===== config.mk =====
export PLATFORM = sky130hd
export DESIGN_NAME = spi_flash_loader
export DESIGN_NICKNAME = d
export VERILOG_FILES = /design/src/rtl/spi_flash_loader.sv
export SDC_FILE = /design/constraint.sdc
export NUM_CORES = 1
export LEC_CHECK = 0
export CAP_MARGIN = 20
export CORE_UTILIZATION = 46
export CTS_CLUSTER_DIAMETER = 120
export DETAILED_ROUTE_END_ITERATION = 10
export PLACE_DENSITY = 0.68
export SYNTH_ARGS = -nofsm -noshare
export SYNTH_HDL_FRONTEND = slang
export SYNTH_SLANG_ARGS = --single-unit

===== constraint.sdc =====
create_clock -name clk -period 2.35 [get_ports clk]
set_input_delay 0.47 -clock clk [delete_from_list [all_inputs] [get_ports clk]]
set_output_delay 0.47 -clock clk [all_outputs]
set_load 0.02 [all_outputs]

===== src/rtl/spi_flash_loader.sv =====
// spi_flash_loader
// Copies a contiguous image from SPI NOR flash into a 16-bit-wide on-chip RAM.
// It issues a READ (0x03) command with a 24-bit address and then streams the
// data. Before that it can optionally send a release-power-down (0xAB) command
// and wait. The first flash byte of each word lands in ram_wdata[7:0].
//
// State table:
//   state       | meaning
//   S_IDLE      | waiting for start (or the automatic start after reset)
//   S_WAKE      | shifting out 0xAB
//   S_WAKE_WAIT | SSN high, counting WAKE_DELAY cycles
//   S_CMD       | shifting out {0x03, FLASH_ADDR}
//   S_READ      | shifting in 16-bit words and strobing them into RAM
//   S_DONE      | image loaded; done held until the next load starts
//
// Ports:
//   clk, rst_n                : system clock, asynchronous active-low reset
//   start                     : load request, honoured in IDLE or DONE
//   busy, done                : load in progress / load complete (sticky)
//   ram_we, ram_addr, ram_wdata : RAM write port, one strobe per word
//   spi_sck, spi_ssn, spi_mosi, spi_miso : SPI mode 0 master pins
module spi_flash_loader #(
   parameter logic [23:0] FLASH_ADDR = 24'h100000,
   parameter int          WORDS      = 16384,
   parameter int          ADDR_W     = 14,
   parameter int          CLK_DIV    = 8,
   parameter bit          WAKE_EN    = 1'b0,
   parameter int          WAKE_DELAY = 4096,
   parameter bit          AUTO_START = 1'b1
) (
   input  logic              clk,
   input  logic              rst_n,
   input  logic              start,
   output logic              busy,
   output logic              done,
   output logic              ram_we,
   output logic [ADDR_W-1:0] ram_addr,
   output logic [15:0]       ram_wdata,
   output logic              spi_sck,
   output logic              spi_ssn,
   output logic              spi_mosi,
   input  logic              spi_miso
);

   localparam int DIV_W  = (CLK_DIV > 2) ? $clog2(CLK_DIV) : 1;
   localparam int WAIT_W = (WAKE_DELAY > 1) ? $clog2(WAKE_DELAY) : 1;
   localparam logic [DIV_W-1:0]  DIV_MAX  = DIV_W'(CLK_DIV - 1);
   localparam logic [DIV_W-1:0]  DIV_H    = DIV_W'(CLK_DIV / 2);
   localparam logic [WAIT_W-1:0] WAIT_MAX = WAIT_W'(WAKE_DELAY - 1);
   localparam logic [31:0]       READ_CMD = {8'h03, FLASH_ADDR};
   localparam logic [31:0]       WAKE_CMD = {8'hAB, 24'h000000};

   typedef enum logic [2:0] {
      S_IDLE, S_WAKE, S_WAKE_WAIT, S_CMD, S_READ, S_DONE
   } state_t;

   state_t            state;
   logic              auto_pend;
   logic              last_word;
   logic [DIV_W-1:0]  div_cnt;
   logic [4:0]        bit_cnt;
   logic [ADDR_W-1:0] word_cnt;
   logic [WAIT_W-1:0] wait_cnt;
   logic [31:0]       tx_sr;
   logic [14:0]       rx_sr;
   logic              shifting;
   logic              bit_end;

   // div_cnt counts down through one SCK period. The bit ends on the cycle
   // where it reaches zero, and that edge both drives SCK low and samples MISO.
   assign shifting = (state == S_WAKE || state == S_CMD || state == S_READ) && !last_word;
   assign bit_end  = (div_cnt == '0);

   always_ff @(posedge clk or negedge rst_n) begin
      if (!rst_n) begin
         state     <= S_IDLE;
         busy      <= 1'b0;
         done      <= 1'b0;
         ram_we    <= 1'b0;
         ram_addr  <= '0;
         ram_wdata <= '0;
         spi_sck   <= 1'b0;
         spi_ssn   <= 1'b1;
         spi_mosi  <= 1'b0;
         auto_pend <= AUTO_START;
         last_word <= 1'b0;
         div_cnt   <= '0;
         bit_cnt   <= '0;
         word_cnt  <= '0;
         wait_cnt  <= '0;
         tx_sr     <= '0;
         rx_sr     <= '0;
      end else begin
         ram_we    <= 1'b0;
         auto_pend <= 1'b0;

         if (shifting) begin
            if (bit_end) begin
               spi_sck <= 1'b0;
               div_cnt <= DIV_MAX;
            end else begin
               div_cnt <= div_cnt - DIV_W'(1);
               if (div_cnt == DIV_H) spi_sck <= 1'b1;
            end
         end

         case (state)
            S_IDLE, S_DONE: begin
               if (start || auto_pend) begin
                  busy     <= 1'b1;
                  done     <= 1'b0;
                  spi_ssn  <= 1'b0;
                  spi_sck  <= 1'b0;
                  ram_addr <= '0;
                  div_cnt  <= DIV_MAX;
                  word_cnt <= ADDR_W'(WORDS - 1);
                  if (WAKE_EN) begin
                     state    <= S_WAKE;
                     spi_mosi <= WAKE_CMD[31];
                     tx_sr    <= {WAKE_CMD[30:0], 1'b0};
                     bit_cnt  <= 5'd7;
                  end else begin
                     state    <= S_CMD;
                     spi_mosi <= READ_CMD[31];
                     tx_sr    <= {READ_CMD[30:0], 1'b0};
                     bit_cnt  <= 5'd31;
                  end
               end
            end

            S_WAKE: begin
               if (bit_end) begin
                  if (bit_cnt == '0) begin
                     state    <= S_WAKE_WAIT;
                     spi_ssn  <= 1'b1;
                     spi_mosi <= 1'b0;
                     wait_cnt <= WAIT_MAX;
                  end else begin
                     bit_cnt  <= bit_cnt - 5'd1;
                     spi_mosi <= tx_sr[31];
                     tx_sr    <= {tx_sr[30:0], 1'b0};
                  end
               end
            end

            S_WAKE_WAIT: begin
               if (wait_cnt == '0) begin
                  state    <= S_CMD;
                  spi_ssn  <= 1'b0;
                  spi_mosi <= READ_CMD[31];
                  tx_sr    <= {READ_CMD[30:0], 1'b0};
                  bit_cnt  <= 5'd31;
                  div_cnt  <= DIV_MAX;
               end else begin
                  wait_cnt <= wait_cnt - WAIT_W'(1);
               end
            end

            S_CMD: begin
               if (bit_end) begin
                  if (bit_cnt == '0) begin
                     state    <= S_READ;
                     bit_cnt  <= 5'd15;
                     spi_mosi <= 1'b0;
                  end else begin
                     bit_cnt  <= bit_cnt - 5'd1;
                     spi_mosi <= tx_sr[31];
                     tx_sr    <= {tx_sr[30:0], 1'b0};
                  end
               end
            end

            S_READ: begin
               if (last_word) begin
                  state     <= S_DONE;
                  busy      <= 1'b0;
                  done      <= 1'b1;
                  last_word <= 1'b0;
               end else begin
                  // Address advances on the cycle after each strobe.
                  if (ram_we) ram_addr <= ram_addr + ADDR_W'(1);
                  if (bit_end) begin
                     rx_sr <= {rx_sr[13:0], spi_miso};
                     if (bit_cnt == '0) begin
                        // Serial order is byte0 then byte1; swap so byte0 is the low byte.
                        ram_we    <= 1'b1;
                        ram_wdata <= {rx_sr[6:0], spi_miso, rx_sr[14:7]};
                        bit_cnt   <= 5'd15;
                        if (word_cnt == '0) begin
                           last_word <= 1'b1;
                           spi_ssn   <= 1'b1;
                        end else begin
                           word_cnt <= word_cnt - ADDR_W'(1);
                        end
                     end else begin
                        bit_cnt <= bit_cnt - 5'd1;
                     end
                  end
               end
            end

            default: state <= S_IDLE;
         endcase
      end
   end

endmodule


* Word level (Yosys, flattened, before mapping)
Cells that the tools add are included.
** Storage, ports and cells
- Register bits after elaboration :: 122
- Word-level logic and storage cells :: 144
- Output and inout port bits :: 36
- Bits of input ports :: 4
** Cells by class
- Eq/ne operators :: 23
- $add $sub $neg :: 5
- Reductions and logical operators :: 28
- Muxes and demuxes :: 70
- Bitwise operators :: 1
** Operators by type and width (number)
- 32-bit two-way mux :: 4
- 14-bit two-way mux :: 8
- 32-bit case mux with 3 select lines :: 1
- 14-bit case mux with 2 select lines :: 2
- 12-bit two-way mux :: 3
- 5-bit two-way mux :: 7
- 3-bit two-way mux :: 11
- 1-bit two-way mux :: 26
- 5-bit case mux with 5 select lines :: 1
- 2-bit != test (second input constant) :: 12
- 12-bit case mux with 2 select lines :: 1
- 4-bit AND reduction :: 4
- 3-bit case mux with 5 select lines :: 1
- 14-bit by 1-bit adder with 14-bit output (second input constant) :: 1
- 14-bit logical NOT :: 1
- 14-bit by 1-bit subtractor with 14-bit output (second input constant) :: 1
- 12-bit logical NOT :: 1
- 6-bit AND reduction :: 2
- 12-bit by 1-bit subtractor with 12-bit output (second input constant) :: 1
- 2-bit by 1-bit != test with 1-bit output (second input constant) :: 5
- 3-bit == test (second input constant) :: 3
- 9-bit AND reduction :: 1
- 7-bit AND reduction :: 1
- 3-bit by 2-bit == test with 1-bit output (second input constant) :: 2
- other kinds (20) :: 27

* Longest topological paths before layout
Gate-level depths: netlist of run 1.
- Depth after elaboration :: 7
- Mapped depth :: 9
- Gate-level depth less buffers :: 7

* Worst setup path before layout of run 1
OpenSTA, ideal clock, no wires.
- Kind :: reg2reg
- Start point :: reg bit_cnt[0]
- End point :: reg word_cnt[11]
- Arrival time :: 2.123 ns
- Library setup time :: 0.141 ns
- Period minus slack after synthesis :: 2.264 ns
- Slack :: 0.086 ns
- Cell stages (with the launch flop) :: 10
- Cell sequence :: dfrtp_1 > inv_1 > ha_1 > or4b_4 > o311ai_4 > o211ai_4 > buf_6 > buf_2 > o31ai_2 > nand3_1
** On the way
- Longest elaborated chain between the ends :: 3
** RTL lines
- from (decl) :: RTL line 61 : logic [4:0] bit_cnt;
- from (signal assigned) :: RTL line 139 : bit_cnt <= bit_cnt - 5'd1;
- from (signal assigned) :: RTL line 166 : bit_cnt <= bit_cnt - 5'd1;
- from (signal assigned) :: RTL line 196 : bit_cnt <= bit_cnt - 5'd1;
- 5-bit logical NOT :: RTL line 184 : if (bit_cnt == '0) begin
- 2-bit by 1-bit != test with 1-bit output (no source line)
- 6-bit AND reduction (no source line)
- to (signal assigned) :: RTL line 116 : word_cnt <= ADDR_W'(WORDS - 1);
- to (signal assigned) :: RTL line 193 : word_cnt <= word_cnt - ADDR_W'(1);
- to (decl) :: RTL line 62 : logic [ADDR_W-1:0] word_cnt;
Every way passes these cells.
A chain may end at the register's enable or synchronous reset.

* Worst setup path after layout of run 1
- Start point :: reg bit_cnt[0]
- End point :: reg word_cnt[3]
The elaborated chain is that of the path after synthesis.

==> results.md, run 1 <==
- CTS buffer count: 9
- Worst-skew pair later-pin latency: 390 ps
- RSZ-0062 raised after global routing: yes
- Layout cells sized above 1: about a fifth
- Area growth from synthesis to layout: 22.5%
- Commonest non-fill, non-tap cells in the layout: dfrtp_1 (99), nand2_1 (84), buf_4 (38), clkdlybuf4s50_1 (38), nor2_1 (25)
- Placed Instance Area: around 5600 um2
- Share of power burned in registers: between 40% and 50%
- Peak Freq: ~0.43 GHz
- Min Hold Slack: 129 ps
- Period utilization: around 99%
- Port Buffers: 39
- Gpl congestion: roughly 0.87
- ANT cells: 0
- CTS tree: built
- Static Leak: about 2.7 nW
- Initial antenna violation count: 0
- Clock slew at reported path FFs: ~110 ps
- DRT Pass-1 Iters: 4
- Starting density of the core: a little under half
- #FFs+latches synth: roughly 100
- Largest net degree at the start of global routing: approximately 100
- Sequential area share after synthesis: 52.4%
- Vias in the first global route: around 3800
- EDFF count, synth: 0
- Synth Cell Area: approximately 4800 um2
- Rel. slew slack: about 56%
- Post-DP HPWL: 7.01 mm
- Setup crit start kind: flip-flop
- PD cells: 821 nW/um2
- Sw power: 0.00172 W
- CTS H-tree depth: 3
- Sw Share: 35.4%
- Die area: around 11000 um2
- Worst Skew: 8.70 ps
- GRT Overall Usage: between 10% and 20%
- Final total power: 0.00486 W
- Actual slew at the worst max-slew pin: around 670 ps
- CTS max path bufs: 2
- First-pass GRT wire length: 17.5 mm
- Most common cell after layout, fill and taps aside: dfrtp_1
- Final WL: 10.5 mm
- Setup Crit Path Kind: reg2reg
- Hold/Removal Path Class: in2async
- Clock net sink count: 101
- Syn. warnings: 0
- Nature of the critical path endpoint: flip-flop
- Setup violators final: 0
- Wire length per cell: ~15 um
- Count of different cell masters after synthesis: 60
- Row cnt: 37
- Critical path peak fanout: 5
- Comb power frac: about a third
- Setup TNS: 0 ps
- Core box area: between 10000 and 15000 um2
- Syn avg cell area: 10.1 um2
- GRT overflow: 0
- Max-cap check violation count: 0
- Routed Antenna Nets: 0
- Nets: between 500 and 600
- Syn Inst Count: roughly 480
- Maximum vdd ir drop: 514 uV
- Slew Limit Fails: 0
- Num ports: 40
- Drc violations: 0
- Min Tclk post-route: ~2300 ps
- Design Area, Final: 5920 um2
- Internal Power: 0.00313 W
- Syn nets: a little under 500
- Most used DFF post-synth: dfrtp_1
- Final Hold Fails: 0
- Detailed-route via count: about 3800
- Worst Path Required: between 2000 and 3000 ps
- Number of vias per cell: 5.52
- Clock power share: 23.1%
- CTS Hold Buffers Added: 0
- Critical path arrival: 2660 ps
- Ys async rst share: between 90% and 100%
- Die Y: 104 um
- CTS Root Cell: clkbuf_8
- Drt initial violations: 218
- Outcome: complete, no violations
- Die outline width: roughly 100 um
==> kinds of logic (layout without fill, tap and decap cells) <==
group | Yosys count | count (layout) | synth area share, %
AO/OA/AOI/OAI | 73 | 75 | 11.0
AND/OR/NAND/NOR | 223 | 223 | 23.6
other | 1 | 1 | 0.0776
adder cells (fa/ha/maj) | 7 | 7 | 1.81
buffers and inverters | 31 | 110 | 2.69
multiplexers | 19 | 19 | 4.43
XOR/XNOR | 22 | 22 | 3.99
flip-flops | 101 | 101 | 52.4
==> metrics by stage <==
step                worst slack, ps  util, %  cells
floorplan                      85.7        -    477
global placement               16.5     54.8    673
detailed placement            -30.0     54.8    673
CTS                            4.13     57.0    692
global route                  -65.5     57.8    694
finish                         19.9     57.8    694
==> worst paths after layout <==
path / start / to / slack, ps / cells past startpoint
worst max-delay path: bit_cnt[0] / word_cnt[3] / 20 / 9
worst min-delay path: rst_n / ram_addr[5] / 130 / 2
worst max register to register: bit_cnt[0] / word_cnt[3] / 20 / 9
worst min register to register: rx_sr[14] / ram_wdata[7] / 480 / 2
max in group asynchronous: rst_n / word_cnt[7] / 1830 / 2
min in group clk: rx_sr[14] / ram_wdata[7] / 480 / 2
==> final cells by class <==
type | instances | area (um2)
repair buffers | 78 | 697
well taps | 136 | 170
fillers | 911 | 4320
flip-flops and latches | 101 | 2530
clock buffers | 9 | 124
clock inverters | 7 | 73.8
multi-input cells | 347 | 2260
inverters | 16 | 60.1
==> flip-flops by register name, summed over array words and instances (netlist names) <==
name / count
tx_sr: 11
spi_mosi: 1
ram_wdata: 16
bit_cnt: 5
wait_cnt: 12
spi_sck: 1
auto_pend: 1
busy: 1
ram_addr: 14
state: 3
ram_we: 1
div_cnt: 3
word_cnt: 14
rx_sr: 15
done: 1
spi_ssn: 1
last_word: 1
==> power groups by stage <==
stage,logic (W),clock network [W],registers (W)
after CTS,0.00151,0.00116,0.00218
after global placement,0.00145,0,0.00220
final,0.00155,0.00112,0.00218
after detailed placement,0.00150,0,0.00221
after floorplan,0.000956,0,0.00220
after global routing,0.00173,0.00121,0.00222
==> layer usage <==
layer / share of wire (%) / global-route usage (%) / up-vias / wire, um
met3: 3.5 / 4.07 / 13 / 364
li1: - / - / 1846 / -
met2: 49 / 32.6 / 63 / 5110
met5: 0 / 0 / - / 0
met4: 1.5 / 8.16 / 0 / 162
met1: 46 / 25.8 / 1909 / 4860
==> what timing repair did <==
item / 4_1_cts / 5_1_grt
setup endpoints to repair: 5 / 27
gates cloned: 1 / 1
gates resized for setup: 1 / 14
pin swaps: 2 / 4
setup buffers: 2 / 1
==> critical path, stage by stage (launching register included) <==
cell and delay (ps):
dfrtp_1 400, inv_2 70, ha_4 140, or4b_4 490
o311ai_4 290, buf_6 180, o211ai_4 110, buf_4 170
or3_1 340, nand3_1 80
==> synthesized netlist by cell type (6+ instances only) <==
master,count,share of area (%)
nand2b_1,6,0.78
ha_1,7,1.8
nand4_1,12,1.6
clkbuf_1,6,0.47
nand3_1,24,2.5
o21ai_0,15,1.6
or4_1,9,1.4
o31ai_1,7,1.1
mux2_2,19,4.4
inv_1,15,1.2
dfrtp_1,99,51
nor3_1,13,1.3
nor4_1,6,0.78
xor2_1,11,2.0
xnor2_1,11,2.0
a22o_1,9,1.6
or3_1,10,1.3
a21oi_1,15,1.6
nand2_1,84,6.5
nor2_1,26,2.0
Power figures use the tool's default switching activity.
==> inputs of run 2 (changes only) <==
CTS_CLUSTER_SIZE = 8   (was unset)
PLACE_DENSITY = 0.66   (was 0.68)
clock period = 2.23 ns   (was 2.35 ns; I/O delays follow)
==> results.md, run 2 (synthesis gave the netlist of run 1 again) <==
- Initial antenna violation count: 0
- First-pass GRT wire length: roughly 18 mm
- Worst r2r src: bit_cnt[1]
- Core box area: about 10000 um2
- DP Worst Slack: -64.2 ps
- Die Y: about 100 um
- Slew Limit Fails: 0
- CTS tree: built
- Clock slew at reported path FFs: between 100 and 150 ps
- Final total power: about 0.0053 W
- Worst Skew: about 18 ps
- Maximum vdd ir drop: roughly 450 uV
- Hold/Removal Path Class: reg2reg
- Routed Antenna Nets: 0
- Drc violations: 0
- Setup Crit Path Kind: reg2reg
- PD cells: approximately 870 nW/um2
- Number of vias per cell: 5.45
- Die outline width: between 100 and 150 um
- Fillcell total: about 880
- Largest Register: ram_wdata
- CTS H-tree depth: 3
- Nets: between 500 and 600
- RSZ-0062 raised after global routing: yes
- GRT Overall Usage: 20.3%
- DRT Pass-1 Iters: 5
- Slack of the critical path: -53.5 ps
- Static Leak: 2.78 nW
- Largest net degree at the start of global routing: 45
- Layout cells sized above 1: 21.3%
- Vias in the first global route: approximately 3700
- Die area: 10900 um2
- Rel. slew slack: around 58%
- Nature of the critical path endpoint: flip-flop
- Detailed-route via count: around 3900
- Post-DP HPWL: ~7.2 mm
- GRT overflow: 0
- Crit path from: bit_cnt[1]
- Setup violators final: 4
- Actual slew at the worst max-slew pin: roughly 630 ps
- Critical path arrival: between 2000 and 3000 ps
- Drt initial violations: ~170
- Clock net sink count: about 100
- Final Hold Fails: 0
- Period utilization: 102%
- Reg-to-reg slack, setup: -50 ps
- Gpl congestion: roughly 0.89
- Min Tclk post-route: between 2000 and 2500 ps
- Area growth from synthesis to layout: 25.3%
- CTS buffer count: 9
- Final WL: 10.5 mm
- CP endpoint: word_cnt[7]
- CTS max path bufs: 2
- Row cnt: 37
- Starting density of the core: 47.2%
- Setup crit start kind: flip-flop
- Outcome: finished with violations
- Peak Freq: 0.438 GHz
- Worst-skew pair later-pin latency: about 370 ps
- Min Hold Slack: slightly below 500 ps
- Critical path peak fanout: 5
- CTS Root Cell: clkbuf_8
- Max-cap check violation count: 0
- ANT cells: 0
- Worst Path Required: 2540 ps
- Max reg flops: 16
- Reg-to-reg endpoint: word_cnt[7]
- R2R cell count: 8
- Failing checks: negative setup slack
- Wire length per cell: between 10 and 15 um
- Final core occ: approximately three fifths
- Most common cell after layout, fill and taps aside: dfrtp_1
- Commonest non-fill, non-tap cells in the layout: dfrtp_1 (99), nand2_1 (84), buf_4 (50)
- Top Registers: ram_wdata (16), rx_sr (15)
- Num ports: 40
- Port Buffers: 39
[run 2: what timing repair did]
| action | CTS | global route |
|---|---|---|
| endpoints found under the hold margin | 20 | 0 |
| gates cloned | 2 | 0 |
| buffers inserted | 1 | 4 |
| endpoints found under the setup margin | 5 | 29 |
| pin swaps | 4 | 7 |
| resized for setup | 3 | 19 |
| hold buffers | 1 | 0 |
[run 2: layout make-up]
cell class | instances | area, um2 | area share [%]
clock inverter | 7 | 86.3 | 1.43
sequential | 101 | 2530 | 41.8
inverter | 16 | 60.1 | 0.992
timing repair buffer | 92 | 808 | 13.4
tap | 136 | 170 | 2.81
clock buffer | 9 | 124 | 2.05
multi-input combinational | 347 | 2270 | 37.6
[run 2: per-stage QoR]
step	cell area (um2)	setup TNS (ps)	cells
6_report	6050	-98.9	708
5_1_grt	6050	-938	708
4_1_cts	5950	-263	704
3_5_place_dp	5680	-207	684
3_3_place_gp	5680	-6.30	684
2_1_floorplan	4830	0	477
[run 2: worst max-delay path: stages, from the launching register on]
cell	delay (ps)
dfrtp_1	400
inv_1	60
ha_2	160
or4b_4	480
o311ai_4	230
buf_6	170
o211ai_4	110
or4_4	530
nand3_2	80
[run 2: metal layers]
layer / part of all wire, % / routed length (um) / vias up / GRT usage, %
met5: 0 / 0 / - / 0
met2: 46 / 4810 / 82 / 31.9
met1: 49 / 5120 / 1877 / 28.6
met4: 1.4 / 143 / 0 / 5.51
li1: - / - / 1882 / -
met3: 4.3 / 455 / 15 / 4.14
[run 2: power breakdown]
part,leakage [nW],internal (W),switching (W)
Sequential,1.28,0.00209,0.000213
Combinational,1.40,0.000885,0.000906
Clock,0.105,0.000452,0.000731
Total,2.78,0.00343,0.00185
[run 2: how the worst min path moves through the flow]
stage	endpoint	slack, ps	cells past startpoint	from
6_report	tx_sr[21]	490	1	tx_sr[21]
5_1_grt	tx_sr[21]	510	1	tx_sr[21]
4_1_cts	tx_sr[21]	490	1	tx_sr[21]
3_5_place_dp	tx_sr[31]	410	1	rst_n
3_3_place_gp	tx_sr[31]	410	1	rst_n
2_1_floorplan	bit_cnt[0]	150	0	rst_n
